--- src/rtl/host_spi_slave_if.sv ---
// rtl/host_spi_slave_if.sv - decoder-side byte stream, reply buffer and frame markers of host_spi_slave
`timescale 1ns/1ps
interface host_spi_slave_if #(
  parameter int CNT_W = 6
);
  logic [7:0]       rx_data;
  logic             rx_valid;
  logic             rx_first;
  logic [CNT_W-1:0] byte_cnt;
  logic [7:0]       tx_data;
  logic             tx_valid;
  logic             tx_ready;
  logic             tx_underrun;
  logic             frame_start;
  logic             frame_end;
  logic             frame_abort;

  // SPI slave side: produces received bytes and markers, consumes replies
  modport master (
    output rx_data, rx_valid, rx_first, byte_cnt,
    output tx_ready, tx_underrun,
    output frame_start, frame_end, frame_abort,
    input  tx_data, tx_valid
  );

  // Decoder side
  modport slave (
    input  rx_data, rx_valid, rx_first, byte_cnt,
    input  tx_ready, tx_underrun,
    input  frame_start, frame_end, frame_abort,
    output tx_data, tx_valid
  );
endinterface

--- src/rtl/host_spi_slave.sv ---
// rtl/host_spi_slave.sv - oversampled mode-3 byte SPI slave with one-entry reply buffer
`timescale 1ns/1ps
module host_spi_slave #(
  parameter int         SYNC_STAGES = 2,
  parameter logic [7:0] TX_IDLE     = 8'h00,
  parameter int         CNT_W       = 6
) (
  input  logic             clk,
  input  logic             resetn,
  input  logic             ssclk,
  input  logic             scsn,
  input  logic             smosi,
  output logic             smiso,
  host_spi_slave_if.master dec
);

  typedef enum logic [0:0] {IDLE, SHIFT} state_t;

  localparam logic [CNT_W-1:0] CNT_MAX = '1;

  logic [SYNC_STAGES-1:0] sclk_sync;
  logic [SYNC_STAGES-1:0] scsn_sync;
  logic [SYNC_STAGES-1:0] mosi_sync;
  logic [SYNC_STAGES-1:0] fill;
  logic                   sclk_d;
  logic                   scsn_d;
  logic                   seen_high;

  logic sclk_s, scsn_s, mosi_s, sync_ok;
  logic sclk_rise, scsn_rise, scsn_fall, frame_go;

  state_t           state;
  logic [2:0]       bit_cnt;
  logic [CNT_W-1:0] cnt;
  logic [6:0]       rx_shift;
  logic [7:0]       tx_shift;
  logic [7:0]       rx_data_r;
  logic             rx_valid_r;
  logic             rx_first_r;
  logic             under_r;
  logic             fs_r, fe_r, fa_r;
  logic             buf_full;
  logic [7:0]       buf_data;

  logic       tx_wr;
  logic       load;
  logic       under;
  logic [7:0] next_byte;

  assign sclk_s  = sclk_sync[SYNC_STAGES-1];
  assign scsn_s  = scsn_sync[SYNC_STAGES-1];
  assign mosi_s  = mosi_sync[SYNC_STAGES-1];
  assign sync_ok = fill[SYNC_STAGES-1];

  assign sclk_rise = sclk_s & ~sclk_d;
  assign scsn_rise = scsn_s & ~scsn_d;
  assign scsn_fall = ~scsn_s & scsn_d;
  // A frame already running at reset release is skipped until chip select is seen high
  assign frame_go  = scsn_fall & seen_high;

  // Synchronise the host pins; fill marks when the last stage holds a real sample
  always_ff @(posedge clk) begin
    if (!resetn) begin
      sclk_sync <= '1;
      scsn_sync <= '1;
      mosi_sync <= '0;
      fill      <= '0;
      sclk_d    <= 1'b1;
      scsn_d    <= 1'b1;
      seen_high <= 1'b0;
    end else begin
      sclk_sync <= (sclk_sync << 1) | SYNC_STAGES'(ssclk);
      scsn_sync <= (scsn_sync << 1) | SYNC_STAGES'(scsn);
      mosi_sync <= (mosi_sync << 1) | SYNC_STAGES'(smosi);
      fill      <= (fill << 1) | SYNC_STAGES'(1);
      sclk_d    <= sclk_s;
      scsn_d    <= scsn_s;
      if (sync_ok && scsn_s) seen_high <= 1'b1;
    end
  end

  // Pick the next reply byte: buffered byte, else a same-cycle write, else the idle filler
  always_comb begin
    tx_wr     = dec.tx_valid & ~buf_full;
    next_byte = TX_IDLE;
    under     = 1'b0;
    if (buf_full)   next_byte = buf_data;
    else if (tx_wr) next_byte = dec.tx_data;
    else            under     = 1'b1;
    load = ((state == IDLE) && frame_go) ||
           ((state == SHIFT) && !scsn_rise && sclk_rise && (bit_cnt == 3'd7));
  end

  // Frame FSM, shift registers and reply buffer
  always_ff @(posedge clk) begin
    if (!resetn) begin
      state      <= IDLE;
      bit_cnt    <= '0;
      cnt        <= '0;
      rx_shift   <= '0;
      tx_shift   <= 8'hFF;
      rx_data_r  <= '0;
      rx_valid_r <= 1'b0;
      rx_first_r <= 1'b0;
      under_r    <= 1'b0;
      fs_r       <= 1'b0;
      fe_r       <= 1'b0;
      fa_r       <= 1'b0;
      buf_full   <= 1'b0;
      buf_data   <= '0;
    end else begin
      rx_valid_r <= 1'b0;
      under_r    <= 1'b0;
      fs_r       <= 1'b0;
      fe_r       <= 1'b0;
      fa_r       <= 1'b0;

      unique case (state)
        IDLE: begin
          bit_cnt  <= '0;
          cnt      <= '0;
          tx_shift <= 8'hFF;
          if (frame_go) begin
            state <= SHIFT;
            fs_r  <= 1'b1;
          end
        end
        SHIFT: begin
          if (scsn_rise) begin
            // Chip select wins over a coincident clock edge; partial byte is dropped
            state    <= IDLE;
            fe_r     <= 1'b1;
            fa_r     <= (bit_cnt != 3'd0);
            bit_cnt  <= '0;
            tx_shift <= 8'hFF;
          end else if (sclk_rise) begin
            rx_shift <= {rx_shift[5:0], mosi_s};
            if (bit_cnt == 3'd7) begin
              bit_cnt    <= '0;
              rx_data_r  <= {rx_shift, mosi_s};
              rx_valid_r <= 1'b1;
              rx_first_r <= (cnt == '0);
              if (cnt != CNT_MAX) cnt <= cnt + 1'b1;
            end else begin
              bit_cnt  <= bit_cnt + 3'd1;
              tx_shift <= {tx_shift[6:0], 1'b1};
            end
          end
        end
        default: state <= IDLE;
      endcase

      if (load) begin
        tx_shift <= next_byte;
        under_r  <= under;
        buf_full <= 1'b0;
      end else if (tx_wr) begin
        buf_full <= 1'b1;
        buf_data <= dec.tx_data;
      end

      if ((state == SHIFT) && scsn_rise) buf_full <= 1'b0;
    end
  end

  assign smiso           = tx_shift[7];
  assign dec.rx_data     = rx_data_r;
  assign dec.rx_valid    = rx_valid_r;
  assign dec.rx_first    = rx_first_r;
  assign dec.byte_cnt    = cnt;
  assign dec.tx_ready    = ~buf_full;
  assign dec.tx_underrun = under_r;
  assign dec.frame_start = fs_r;
  assign dec.frame_end   = fe_r;
  assign dec.frame_abort = fa_r;

endmodule

--- src/flat_wrapper.sv ---
// flat-port wrapper written by rule: the top's interface ports become plain ports
module host_spi_slave_flat 
#(
  parameter int         SYNC_STAGES = 2,
  parameter logic [7:0] TX_IDLE     = 8'h00,
  parameter int         CNT_W       = 6
)
  (clk, resetn, ssclk, scsn, smosi, smiso, dec_rx_data, dec_rx_valid, dec_rx_first, dec_byte_cnt, dec_tx_ready, dec_tx_underrun, dec_frame_start, dec_frame_end, dec_frame_abort, dec_tx_data, dec_tx_valid);
  host_spi_slave_if #(.CNT_W(CNT_W)) dec_i ();
  input  logic clk;
  input  logic resetn;
  input  logic ssclk;
  input  logic scsn;
  input  logic smosi;
  output logic smiso;
  output wire logic [$bits(dec_i.rx_data)-1:0] dec_rx_data;
  output wire logic [$bits(dec_i.rx_valid)-1:0] dec_rx_valid;
  output wire logic [$bits(dec_i.rx_first)-1:0] dec_rx_first;
  output wire logic [$bits(dec_i.byte_cnt)-1:0] dec_byte_cnt;
  output wire logic [$bits(dec_i.tx_ready)-1:0] dec_tx_ready;
  output wire logic [$bits(dec_i.tx_underrun)-1:0] dec_tx_underrun;
  output wire logic [$bits(dec_i.frame_start)-1:0] dec_frame_start;
  output wire logic [$bits(dec_i.frame_end)-1:0] dec_frame_end;
  output wire logic [$bits(dec_i.frame_abort)-1:0] dec_frame_abort;
  input wire logic [$bits(dec_i.tx_data)-1:0] dec_tx_data;
  input wire logic [$bits(dec_i.tx_valid)-1:0] dec_tx_valid;
  assign dec_rx_data = dec_i.rx_data;
  assign dec_rx_valid = dec_i.rx_valid;
  assign dec_rx_first = dec_i.rx_first;
  assign dec_byte_cnt = dec_i.byte_cnt;
  assign dec_tx_ready = dec_i.tx_ready;
  assign dec_tx_underrun = dec_i.tx_underrun;
  assign dec_frame_start = dec_i.frame_start;
  assign dec_frame_end = dec_i.frame_end;
  assign dec_frame_abort = dec_i.frame_abort;
  assign dec_i.tx_data = dec_tx_data;
  assign dec_i.tx_valid = dec_tx_valid;
  host_spi_slave #(.SYNC_STAGES(SYNC_STAGES), .TX_IDLE(TX_IDLE), .CNT_W(CNT_W)) u_core (.clk(clk), .resetn(resetn), .ssclk(ssclk), .scsn(scsn), .smosi(smosi), .smiso(smiso), .dec(dec_i));
endmodule
--- config.mk ---
export PLATFORM = sky130hd
export DESIGN_NAME = host_spi_slave_flat
export DESIGN_NICKNAME = d
export VERILOG_FILES = /design/src/rtl/host_spi_slave_if.sv /design/src/rtl/host_spi_slave.sv /design/src/flat_wrapper.sv
export SDC_FILE = /design/constraint.sdc
export NUM_CORES = 1
export LEC_CHECK = 0
export BUFFER_PORTS_ARGS = -buffer_cell sky130_fd_sc_hd__clkbuf_2
export CORE_ASPECT_RATIO = 0.8
export CORE_MARGIN = 5
export CORE_UTILIZATION = 25
export CTS_BUF_LIST = sky130_fd_sc_hd__clkbuf_4 sky130_fd_sc_hd__clkbuf_8
export CTS_CLUSTER_DIAMETER = 60
export CTS_CLUSTER_SIZE = 28
export DETAILED_ROUTE_END_ITERATION = 7
export PLACE_DENSITY = 0.44
export SYNTH_ARGS = -nofsm -noshare
export SYNTH_HDL_FRONTEND = slang
export SYNTH_SLANG_ARGS = --single-unit
export TNS_END_PERCENT = 50
--- constraint.sdc ---
create_clock -name clk -period 1.8 [get_ports clk]
set_clock_uncertainty 0.1 [all_clocks]
set_input_delay 0.18 -clock clk [delete_from_list [all_inputs] [get_ports clk]]
set_output_delay 0.18 -clock clk [all_outputs]
set_load 0.01 [all_outputs]
==> run summary, run 1 <==
Data on the critical path arrives at its endpoint at 1.93 ns. The DRC violation total after the first TritonRoute iteration is 105. The cell type with the highest occurrence count on the critical path is ha_4. The time the final worst path needs with I/O delays and setup is 1.75 ns.

Cell internal power was estimated by the tool at 2.25 mW. The latest clock arrival within the worst-skew pair came out at 0.34 ns. The flow ran to the end, and the final reports show no timing, DRC or antenna violations. The number of library cell types mapped by synthesis came out at 38. The CTS tree is built. Setup violations remaining at the end of the flow were counted as 0. The number of synthesis warnings is 0. The combinational share of power is 5.5%. Summing the sequential cell areas from Yosys gives 49.0% of the chip area. The standby leakage power is 1.36 nW. The most critical setup path has its endpoint at u_core.dec.byte_cnt[3]. The final-report max-slew violation count is 0. In this run, the clock network consumes 47.5% of the power. The number of remaining DRC errors came out at 0. The tree is rooted in a clkbuf_8. The fraction of the mapped netlist area in compound gates is 11.7%. In this run the vertical extent of the chip is 97.8 um. The worst setup path category is reg -> reg. Counting flops and latches in the post-synthesis netlist gives 59. The number of synthesized flops with an enable pin came out at 0.

The number of antenna violations at the first check in global routing came out at 0. Of the total power, registers draw 47.0%. Detailed routing inserted a total of 1966 vias.

The ratio of routed vias to standard cells is 4.35. For the worst setup path, the data required time is 1.98 ns. The number of H-tree levels came out at 3. The netlist area before placement is 2410 um^2. The share of the clock period used by the worst path after layout is 97.4%. The clock transition time at the flip-flop clock pins of the worst setup and hold paths came out at 0.07 ns.

The instance count of the mapped netlist is 267. The number of failing hold endpoints at the final stage was 0. The buffer depth of the longest clock path is 2. Dividing the synthesized area by the synthesized cell count gives 9.03 um^2. In this run the critical register-to-register path is captured at u_core.dec.byte_cnt[3].

The maximum operating frequency is 571 MHz. The number of cells on the worst reg-to-reg path came out at 7. Summed over all layers, the routed wires come to 5620 um. Sorting the synthesized cells by area gives the leading types as dfxtp_1 49%, mux2i_1 10%, nand2_1 6.7%, nor2_1 4.8%, o21ai_0 3.3%. The count of placed standard cells including taps came out at 423. The sort of element at the start of the critical path is a register. Compared with the post-synthesis result, the final layout area differs by 34.6%. The share of synthesized area spent on multiplexers is 10.4%.

The total routing usage reported by global routing came out at 10.2%. The die outline width is 120 um. After filler insertion, the fill cell instance count of the layout stands at 996. The I/O pin count came out at 36.

The most common cell in the synthesized netlist is dfxtp_1. The worst hold slack came out at 0.0296 ns. Traced cell by cell, the critical path runs through ha_4 -> ha_4 -> and3b_4 -> o211ai_4 -> buf_6 -> or3_4 -> a21oi_2.

The total grt overflow came out at 0. The min-delay analysis places its worst path in the category in -> reg. The CTS buffer count came out at 9.

Net switching is 21.5% of the power. Of all flip-flops after synthesis, the portion carrying an async set or reset was 0%. The pin count of the biggest net entering global routing is 23.

The number of global-route vias before repair was 1932. The power density over the cells came out at 886 nW/um^2. In the final design database the tool counted 347 nets. The worst reg-to-reg setup slack came out at 0.05 ns. The transition time at the pin with the least slew margin came out at 0.338 ns.

The global-route wire length before repair is 9450 um. The number of non-filler instances in the completed layout is 452. In the final routed layout, each cell accounts on average for 12.4 um. The switching power is 0.619 mW. The adder and majority cell fraction of the synthesized area came out at 2.59%. The first-pass iteration count of the detailed router is 4. The proportion of layout cells with a drive suffix above 1 is 26.4%. The effective utilization at floorplan is 25.3%. The antenna cell count is 0. The routability congestion estimate came out at 0.702.

The initialized floorplan defines 32 standard-cell rows. The simple logic cell fraction of the synthesized area is 21.3%. The worst-case IR drop observed on VDD is 0.460 mV. The number of maximum-capacitance constraint violations came out at 0. The area share of xor/xnor cells in the synthesized design is 0.727%. The net count after synthesis is 286. By area, the combinational part of the netlist is dominated by simple AND/OR/NAND/NOR gates. Of the post-synthesis cell area, the dominant cell type holds 49.0%. The delay of the slowest critical-path stage is 0.37 ns. Summed over all nets, the half-perimeter wirelength after detailed placement is 3860 um. The core region is 9530 um^2.

The leading area contributor after synthesis is dfxtp_1. The flip-flop cell with the highest count after synthesis is dfxtp_1. Of all nets on the critical path, the largest fanout is 4. The start point of the critical path is u_core.bit_cnt[0]. The headroom to the max-slew limit came out at 77.5%.

The count of input and output buffers came out at 35. The worst setup path is captured at a register. CTS saw 59 sinks. The area of the die came out at 11700 um^2. The slowest stage of the critical path is the dfxtp_2 cell. The startpoint of the most critical register-to-register path is u_core.bit_cnt[0]. In the synthesized netlist, the cells that appear most often are 59 x dfxtp_1, 43 x nand2_1, 31 x nor2_1.

In this run the remaining antenna-violating nets after routing total 0.
## logic make-up (layout without fill, tap and decap cells)
group / count (synthesis) / in the layout
xor+xnor: 2 / 2
compound gates: 45 / 45
flops: 59 / 59
mux: 25 / 25
buf+inv: 23 / 89
simple gates: 108 / 108
fa+ha+maj: 5 / 5
## timing repair
| action | in CTS | in global routing |
|---|---|---|
| pin swaps | 3 | 3 |
| setup buffers | 0 | 2 |
| hold buffers | 11 | 0 |
| endpoints found under the setup margin | 19 | 18 |
| hold endpoints to repair | 11 | 0 |
| resized for setup | 7 | 16 |
## cell type report
class,instances,area [um^2],share of cell area [%]
multi-input combinational,185,1200,37.1
sequential,59,1180,36.5
timing repair buffer,66,455,14.0
clock buffer,11,151,4.67
tap,119,149,4.59
clock inverter,5,75.1,2.31
inverter,7,26.3,0.810
## how the worst min path moves through the flow
stage                     slack, ns   start                   to  cells after the start
after floorplan                0.11  resetn       u_core.fill[0]                      0
after global placement         0.27    scsn  u_core.scsn_sync[0]                      2
after detailed placement       0.26    scsn  u_core.scsn_sync[0]                      2
after CTS                      0.01  resetn  u_core.sclk_sync[1]                      2
after global routing           0.04  resetn        u_core.sclk_d                      2
final                          0.03  resetn  u_core.sclk_sync[1]                      2
## sequential cells by signal (all words and copies together), names as in the netlist, 3 cells and up
name	flops
u_core.dec.byte_cnt	6
u_core.rx_shift	7
u_core.dec.rx_data	8
u_core.buf_data	8
u_core.bit_cnt	3
u_core.tx_shift	8
## power groups by stage
| stage | combinational [mW] | sequential [mW] | clock, mW |
|---|---|---|---|
| detailed placement | 0.135 | 1.38 | 0 |
| global route | 0.177 | 1.35 | 1.48 |
| CTS | 0.156 | 1.35 | 1.42 |
| global placement | 0.133 | 1.38 | 0 |
| floorplan | 0.0908 | 1.37 | 0 |
| finish | 0.158 | 1.35 | 1.36 |
## per-stage QoR
stage / util, % / instance area, um^2 / total power, mW / setup WS [ns] / setup TNS (ns)
2_1_floorplan: - / 2410 / 1.47 / 0.0130 / 0
3_3_place_gp: 29.5 / 2810 / 1.51 / -0.107 / -0.812
3_5_place_dp: 29.5 / 2810 / 1.51 / -0.141 / -1.11
4_1_cts: 33.2 / 3160 / 2.93 / 0.00219 / 0
5_1_grt: 34.0 / 3240 / 3.01 / -0.00528 / -0.00775
6_report: 34.0 / 3240 / 2.87 / 0.0472 / 0
## worst max-delay path, delay by kind of cell (launching register included)
kind	cells	cell delay, ns
simple gates	2	0.60
buf+inv	1	0.14
compound gates	2	0.20
fa+ha+maj	2	0.28
flops	1	0.37
## layer usage
layer | wire length, um | vias up | global-route usage [%]
li1 | - | 1028 | -
met1 | 2830 | 898 | 13.4
met2 | 2410 | 33 | 14.7
met3 | 266 | 7 | 4.17
met4 | 105 | 0 | 4.49
met5 | 0 | - | 0
## cell usage in the layout (no fill, tap or decap), types with 6 or more instances in the layout
master	n
a21oi_1	12
buf_4	17
clkbuf_2	35
clkbuf_8	11
dfxtp_1	57
dlygate4sd3_1	11
inv_1	7
mux2i_1	25
nand2_1	43
nand2b_1	8
nor2_1	31
o211ai_1	7
o21ai_0	10
o21ai_1	6
Note: power is estimated with default switching activity, not from simulation.
==> inputs of run 2 (changes only) <==
Settings changed: CTS_BUF_LIST sky130_fd_sc_hd__clkbuf_4 sky130_fd_sc_hd__clkbuf_8 to sky130_fd_sc_hd__clkbuf_16.
==> run summary, run 2 (synthesis results as in run 1) <==
The flow ran to the end, and the final reports show no timing, DRC or antenna violations. The average wire per standard cell is 12.4 um (-0.53%). The time the final worst path needs with I/O delays and setup came out at 1.73 ns (-0.0197 ns). TritonCTS built the clock tree.

The post-route core utilization is 34.1% (+0.053 points). The number of cells on the worst reg-to-reg path was 7 (unchanged). The sort of element at the start of the critical path is a register. The total routing usage reported by global routing is 9.91% (-0.27 points). The I/O pin count came to 36 (unchanged). The DRC violation total after the first TritonRoute iteration came out at 97 (-7.6%). The maximum operating frequency was 577 MHz (+1.1%). The number of H-tree levels is 3 (unchanged).

The number of failing hold endpoints at the final stage is 0 (unchanged). The CTS buffer count is 9 (unchanged). In this run the worst hold path is classified as in -> reg. The final-report max-slew violation count came out at 0 (unchanged). The first-pass iteration count of the detailed router is 4 (unchanged).

The number of antenna violations at the first check in global routing came out at 0 (unchanged). The standby leakage power came out at 1.36 nW (+0.57%). The number of global-route vias before repair is 1904 (-1.4%). The global-route wire length before repair was 9290 um (-1.7%). The number of remaining DRC errors is 0 (unchanged). The aggregate routed wire length was 5510 um (-1.9%). The biggest fanout along the worst timing path came out at 4 (unchanged).

The ratio of routed vias to standard cells is 4.38 (+0.62%). The count of placed standard cells including taps was 423 (unchanged). The buffer depth of the longest clock path came to 2 (unchanged). The count of input and output buffers is 35 (unchanged). The area of the die is 11700 um^2 (unchanged). The total power draw is 3.26 mW (+13%). The number of non-filler instances in the completed layout came to 446 (-1.3%). The routability congestion estimate came out at 0.702 (unchanged).

Setup repair after global routing left no endpoint under its margin. In this run the clock root is driven by a clkbuf_16. The critical path arrival came to 1.88 ns (-0.05 ns).

The required time of the critical path was 1.95 ns (-0.03 ns). The most common cell after layout, fill and taps aside is dfxtp_1. The share of the clock period used by the worst path after layout is 96.3% (-1.1 points).

The headroom to the max-slew limit came out at 77.2% (-0.26 points). The pin count of the biggest net entering global routing was 23 (unchanged). The die outline width is 120 um (unchanged). The count of antenna-violating nets left after detailed routing was 0 (unchanged). The effective utilization at floorplan came out at 25.3% (unchanged).

STA classifies the critical path endpoint as a register. The power density over the cells is 1000 nW/um^2 (+13%). The worst vdd rail ir drop came out at 0.486 mV (+5.5%).

The clock transition time at the flip-flop clock pins of the worst setup and hold paths is 0.05 ns (-0.02 ns). The number of maximum-capacitance constraint violations came to 0 (unchanged). The worst setup path category is reg -> reg.

The proportion of layout cells with a drive suffix above 1 is 26.0% (-0.43 points). The layout-stage area growth over the synthesis result came out at 34.8%. The summed negative setup slack over all endpoints came out at 0 ns (unchanged). The total number of nets in the final design is 341 (-1.7%).

The placement row count is 32 (unchanged). The top cell types in the final layout, fill and taps aside, are 57 x dfxtp_1, 43 x nand2_1, 35 x clkbuf_2. The antenna cell count is 0 (unchanged).

The final setup violation count is 0 (unchanged). The count of clock tree sinks is 59 (unchanged). The latest clock arrival within the worst-skew pair came to 0.32 ns (-0.02 ns). The transition time at the pin with the least slew margin came out at 0.342 ns (+0.00393 ns). The area of the core is 9530 um^2 (unchanged). The HPWL after detailed placement was 3860 um (unchanged).

The height of the die came out at 97.8 um (unchanged). The total grt overflow is 0 (unchanged). The detailed-route via count is 1952 (-0.71%).

The hold-critical path depth came out at 3 (+1).
[run 2: changes by cell type in the layout (fill, tap and decap cells not counted), sizes merged]
cell | previous run | this run
dlygate4sd3 | 11 | 6
clkbuf | 46 | 44
clkinv | 3 | 5
buf | 20 | 19
[run 2: cell type report]
type | count | area [um^2]
clock buffers | 9 | 225
clock inverters | 7 | 82.6
fillers | 999 | 6280
inverters | 7 | 26.3
multi-input cells | 185 | 1180
flip-flops and latches | 59 | 1180
well taps | 119 | 149
repair buffers | 60 | 398
[run 2: path summary, 6_finish.rpt]
check | startpoint | endpoint | slack, ns
worst max-delay path | u_core.bit_cnt[0] | u_core.dec.byte_cnt[3] | 0.07
worst min-delay path | dec_tx_data[2] | u_core.buf_data[2] | 0.008
worst max register to register | u_core.bit_cnt[0] | u_core.dec.byte_cnt[3] | 0.07
worst min register to register | u_core.sclk_sync[0] | u_core.sclk_sync[1] | 0.30
[run 2: what timing repair did]
item,4_1_cts,5_1_grt
setup endpoints to repair,19,17
setup buffers,0,1
gates resized for setup,6,12
hold buffers,6,0
endpoints found under the hold margin,6,0
pin swaps,2,1
[run 2: report_power, final]
group | total (mW) | switching (mW) | internal, mW
Sequential | 1.35 | 0.0163 | 1.34
Combinational | 0.147 | 0.0816 | 0.0655
Clock | 1.76 | 0.565 | 1.19
Total | 3.26 | 0.663 | 2.59
[run 2: per-stage QoR]
step	hold slack [ns]	setup WS, ns	cell area (um^2)
4_1_cts	0.00214	0.00247	3190
2_1_floorplan	0.108	0.0130	2410
6_report	0.00814	0.0669	3250
3_5_place_dp	0.265	-0.141	2810
5_1_grt	0.0162	0.0129	3250
3_3_place_gp	0.272	-0.107	2810
[run 2: routing by layer]
layer	GRT usage (%)	share of wire, %	vias to the layer above
li1	-	-	1021
met1	13.2	51	898
met2	14.4	44	29
met3	3.82	4.6	4
met4	3.96	0.98	0
met5	0	0	-
[run 2: critical path, cell delays in order, from the launching register on]
cell and delay [ns]:
dfxtp_2 0.35, ha_4 0.14, ha_4 0.13, and3b_4 0.23, o211ai_4 0.09, buf_6 0.14
or3_4 0.36, a21oi_2 0.12
==> inputs of run 3 (changes only) <==
Settings changed: PLACE_DENSITY 0.44 to 0.42, SLEW_MARGIN from default to 25.
Clock period 1.8 ns to 1.6 ns, I/O delays scaled along.
==> run summary, run 3 (synthesis results as in run 1) <==
The final setup violation count is 17 (+17). The number of H-tree levels came out at 3 (unchanged). The I/O pin count was 36 (unchanged).

The DRC violation total after the first TritonRoute iteration is 88 (-9.3%). The area of the core came to 9530 um^2 (unchanged). The count of input and output buffers is 35 (unchanged). The setup slack after layout is -0.105 ns (-0.171 ns). The average wire per standard cell came to 12.5 um (+1.0%). The area of all placed cells without fillers came to 3450 um^2 (+6.1%). The headroom to the max-slew limit is 77.6% (+0.38 points). The post-route core utilization is 36.2% (+2.1 points).

The combinational share of power is 5.5% (+1.0 points). The total routing usage reported by global routing is 10.5% (+0.55 points). The met2 wirelength from detailed routing came out at 2530 um (+5.2%). The critical path starts at u_core.bit_cnt[0]. The standby leakage power came out at 1.40 nW (+2.4%).

The ratio of routed vias to standard cells is 4.37 (-0.14%). The first-pass iteration count of the detailed router came out at 4 (unchanged). The library cell used most frequently in the layout, excluding fill and tap cells, is dfxtp_1. The top cell types in the final layout, fill and taps aside, are 57 x dfxtp_1, 43 x nand2_1, 35 x clkbuf_2. The total grt overflow is 0 (unchanged). The most critical setup path has its endpoint at u_core.buf_data[2]. The routability congestion estimate came out at 0.711 (+1.3%).

STA classifies the critical path startpoint as a register. The global-route wire length before repair is 9890 um (+6.5%). The antenna cell count came out at 0 (unchanged). The layout-stage area growth over the synthesis result came out at 43.0%. In this run the critical register-to-register path is launched from u_core.bit_cnt[0].

The length of routed wiring on met1 is 2920 um (+4.0%). The number of filler cells placed in the layout came to 990 (-0.90%). The final reports fail on negative setup slack.

The flip-flop and latch area was 1180 um^2 (unchanged). The number of global-route vias before repair was 1990 (+4.5%). The final-report max-slew violation count came out at 0 (unchanged).

The switching power came out at 0.766 mW (+16%). The cell area after placement is 2880 um^2 (+2.5%). The HPWL after detailed placement is 3930 um (+1.9%). TritonCTS built the clock tree.

The number of cells on the worst reg-to-reg path is 7 (unchanged). The proportion of layout cells with a drive suffix above 1 came to 31.2% (+5.2 points). The count of antenna-violating nets left after detailed routing is 0 (unchanged). The power density over the cells was 1030 nW/um^2 (+2.7%). In this run the worst hold path is classified as in -> reg. The worst vdd rail ir drop is 0.440 mV (-9.4%). The count of clock tree sinks is 59 (unchanged). The critical path arrival came out at 1.85 ns (-0.03 ns).

The internal power consumption came to 2.78 mW (+7.3%). The length of routed met3 wiring came out at 219 um (-13%). The number of maximum-capacitance constraint violations is 0 (unchanged). The number of failing hold endpoints at the final stage was 0 (unchanged). The area of the die is 11700 um^2 (unchanged). The area of the multi-input gates is 1270 um^2 (+7.0%). The worst hold slack came out at 0.00409 ns (-0.00404 ns).

The sequential cell fraction of total power is 43.0% (+1.4 points). The total number of nets in the final design came to 354 (+3.8%). The effective utilization at floorplan is 25.3% (unchanged). The worst reg-to-reg setup slack is -0.10 ns (-0.17 ns). The biggest fanout along the worst timing path is 6 (+2). The share of total power in the clock network is 51.5% (-2.4 points). The number of antenna violations at the first check in global routing is 0 (unchanged). The placement row count came out at 32 (unchanged). The highest metal layer carrying signal wires in the routed design is met4. The maximum operating frequency came out at 587 MHz (+1.7%). The CTS buffer count came out at 9 (unchanged). The required time of the critical path came out at 1.75 ns (-0.20 ns). The switching share of power came out at 21.6% (+1.3 points).

The transition time at the pin with the least slew margin is 0.336 ns (-0.00646 ns). The time the final worst path needs with I/O delays and setup is 1.70 ns (-0.0285 ns). In this run the critical register-to-register path is captured at u_core.buf_data[2]. The latest clock arrival within the worst-skew pair came out at 0.32 ns (about the same). The buffer depth of the longest clock path is 2 (unchanged). The share of the clock period used by the worst path after layout was 107% (+10 points). The die outline width is 120 um (unchanged). Setup repair after global routing could not meet its margin everywhere. The aggregate routed wire length came out at 5730 um (+4.0%).

The worst setup path is of the reg -> reg kind. The clock transition time at the flip-flop clock pins of the worst setup and hold paths is 0.05 ns (about the same). The number of remaining DRC errors was 0 (unchanged). The height of the die came out at 97.8 um (unchanged). The endpoint type of the worst setup path is a register. The flow ran to the end, but the final reports show violations. Clock tree synthesis selected as its root buffer the cell clkbuf_16. The pin count of the biggest net entering global routing is 22 (-4.3%). The detailed-route via count is 2006 (+2.8%).
==> run 3: cell count changes in the layout (fill, tap and decap cells not counted), moves of 2 or more <==
cell and delta:
o21ai_0 -3, nand3_4 +3, nand3_2 -3, buf_6 +2
buf_4 +5, dlygate4sd3_1 +5, a21oi_1 -5, a21oi_2 +5
o21ai_1 +2
==> run 3: power by group through the flow <==
stage               registers, mW  logic (mW)  clock network, mW
floorplan                    1.55       0.105                  0
global placement             1.55       0.161                  0
detailed placement           1.56       0.162                  0
CTS                          1.52       0.192               1.90
global route                 1.53       0.219               1.96
finish                       1.53       0.194               1.83
==> run 3: layout make-up <==
class	count	share of cell area (%)
inverters	7	0.762
flip-flops and latches	59	34.3
clock buffers	9	6.53
well taps	119	4.32
clock inverters	7	1.74
repair buffers	73	15.5
multi-input cells	185	36.8
==> run 3: timing repair <==
item	in CTS	in global routing
setup endpoints to repair	28	33
resized for setup	18	18
hold buffers	11	0
setup buffers	3	0
endpoints found under the hold margin	11	0
cloned	1	0
pin swaps	7	7
==> run 3: worst min-delay path by stage <==
stage | start | endpoint | slack, ns | cells past startpoint
2_1_floorplan | resetn | u_core.fill[0] | 0.09 | 0
3_3_place_gp | scsn | u_core.scsn_sync[0] | 0.25 | 2
3_5_place_dp | scsn | u_core.scsn_sync[0] | 0.25 | 2
4_1_cts | resetn | u_core.scsn_sync[1] | 0.006 | 2
5_1_grt | resetn | u_core.scsn_sync[0] | 0.04 | 2
6_report | resetn | u_core.scsn_sync[0] | 0.004 | 2
==> run 3: critical path, stage by stage (launching register included) <==
cell and delay [ns]:
dfxtp_2 0.33, ha_4 0.16, ha_4 0.16, and3b_4 0.22
nand3_4 0.11, and4_4 0.24, buf_6 0.13, mux2i_1 0.18
==> run 3: stage by stage <==
stage | total power, mW | worst slack (ns) | setup TNS (ns) | instances
finish | 3.55 | -0.105 | -1.15 | 459
global placement | 1.72 | -0.226 | -1.30 | 428
global route | 3.71 | -0.189 | -3.22 | 459
CTS | 3.61 | -0.110 | -1.31 | 459
floorplan | 1.65 | -0.0247 | -0.212 | 267
detailed placement | 1.72 | -0.157 | -2.19 | 428
==> run 3: per-layer routing <==
| metal | vias up | global-route usage [%] |
|---|---|---|
| met4 | 0 | 3.87 |
| met3 | 6 | 3.94 |
| met5 | - | 0 |
| li1 | 1047 | - |
| met2 | 28 | 15.1 |
| met1 | 925 | 14.2 |
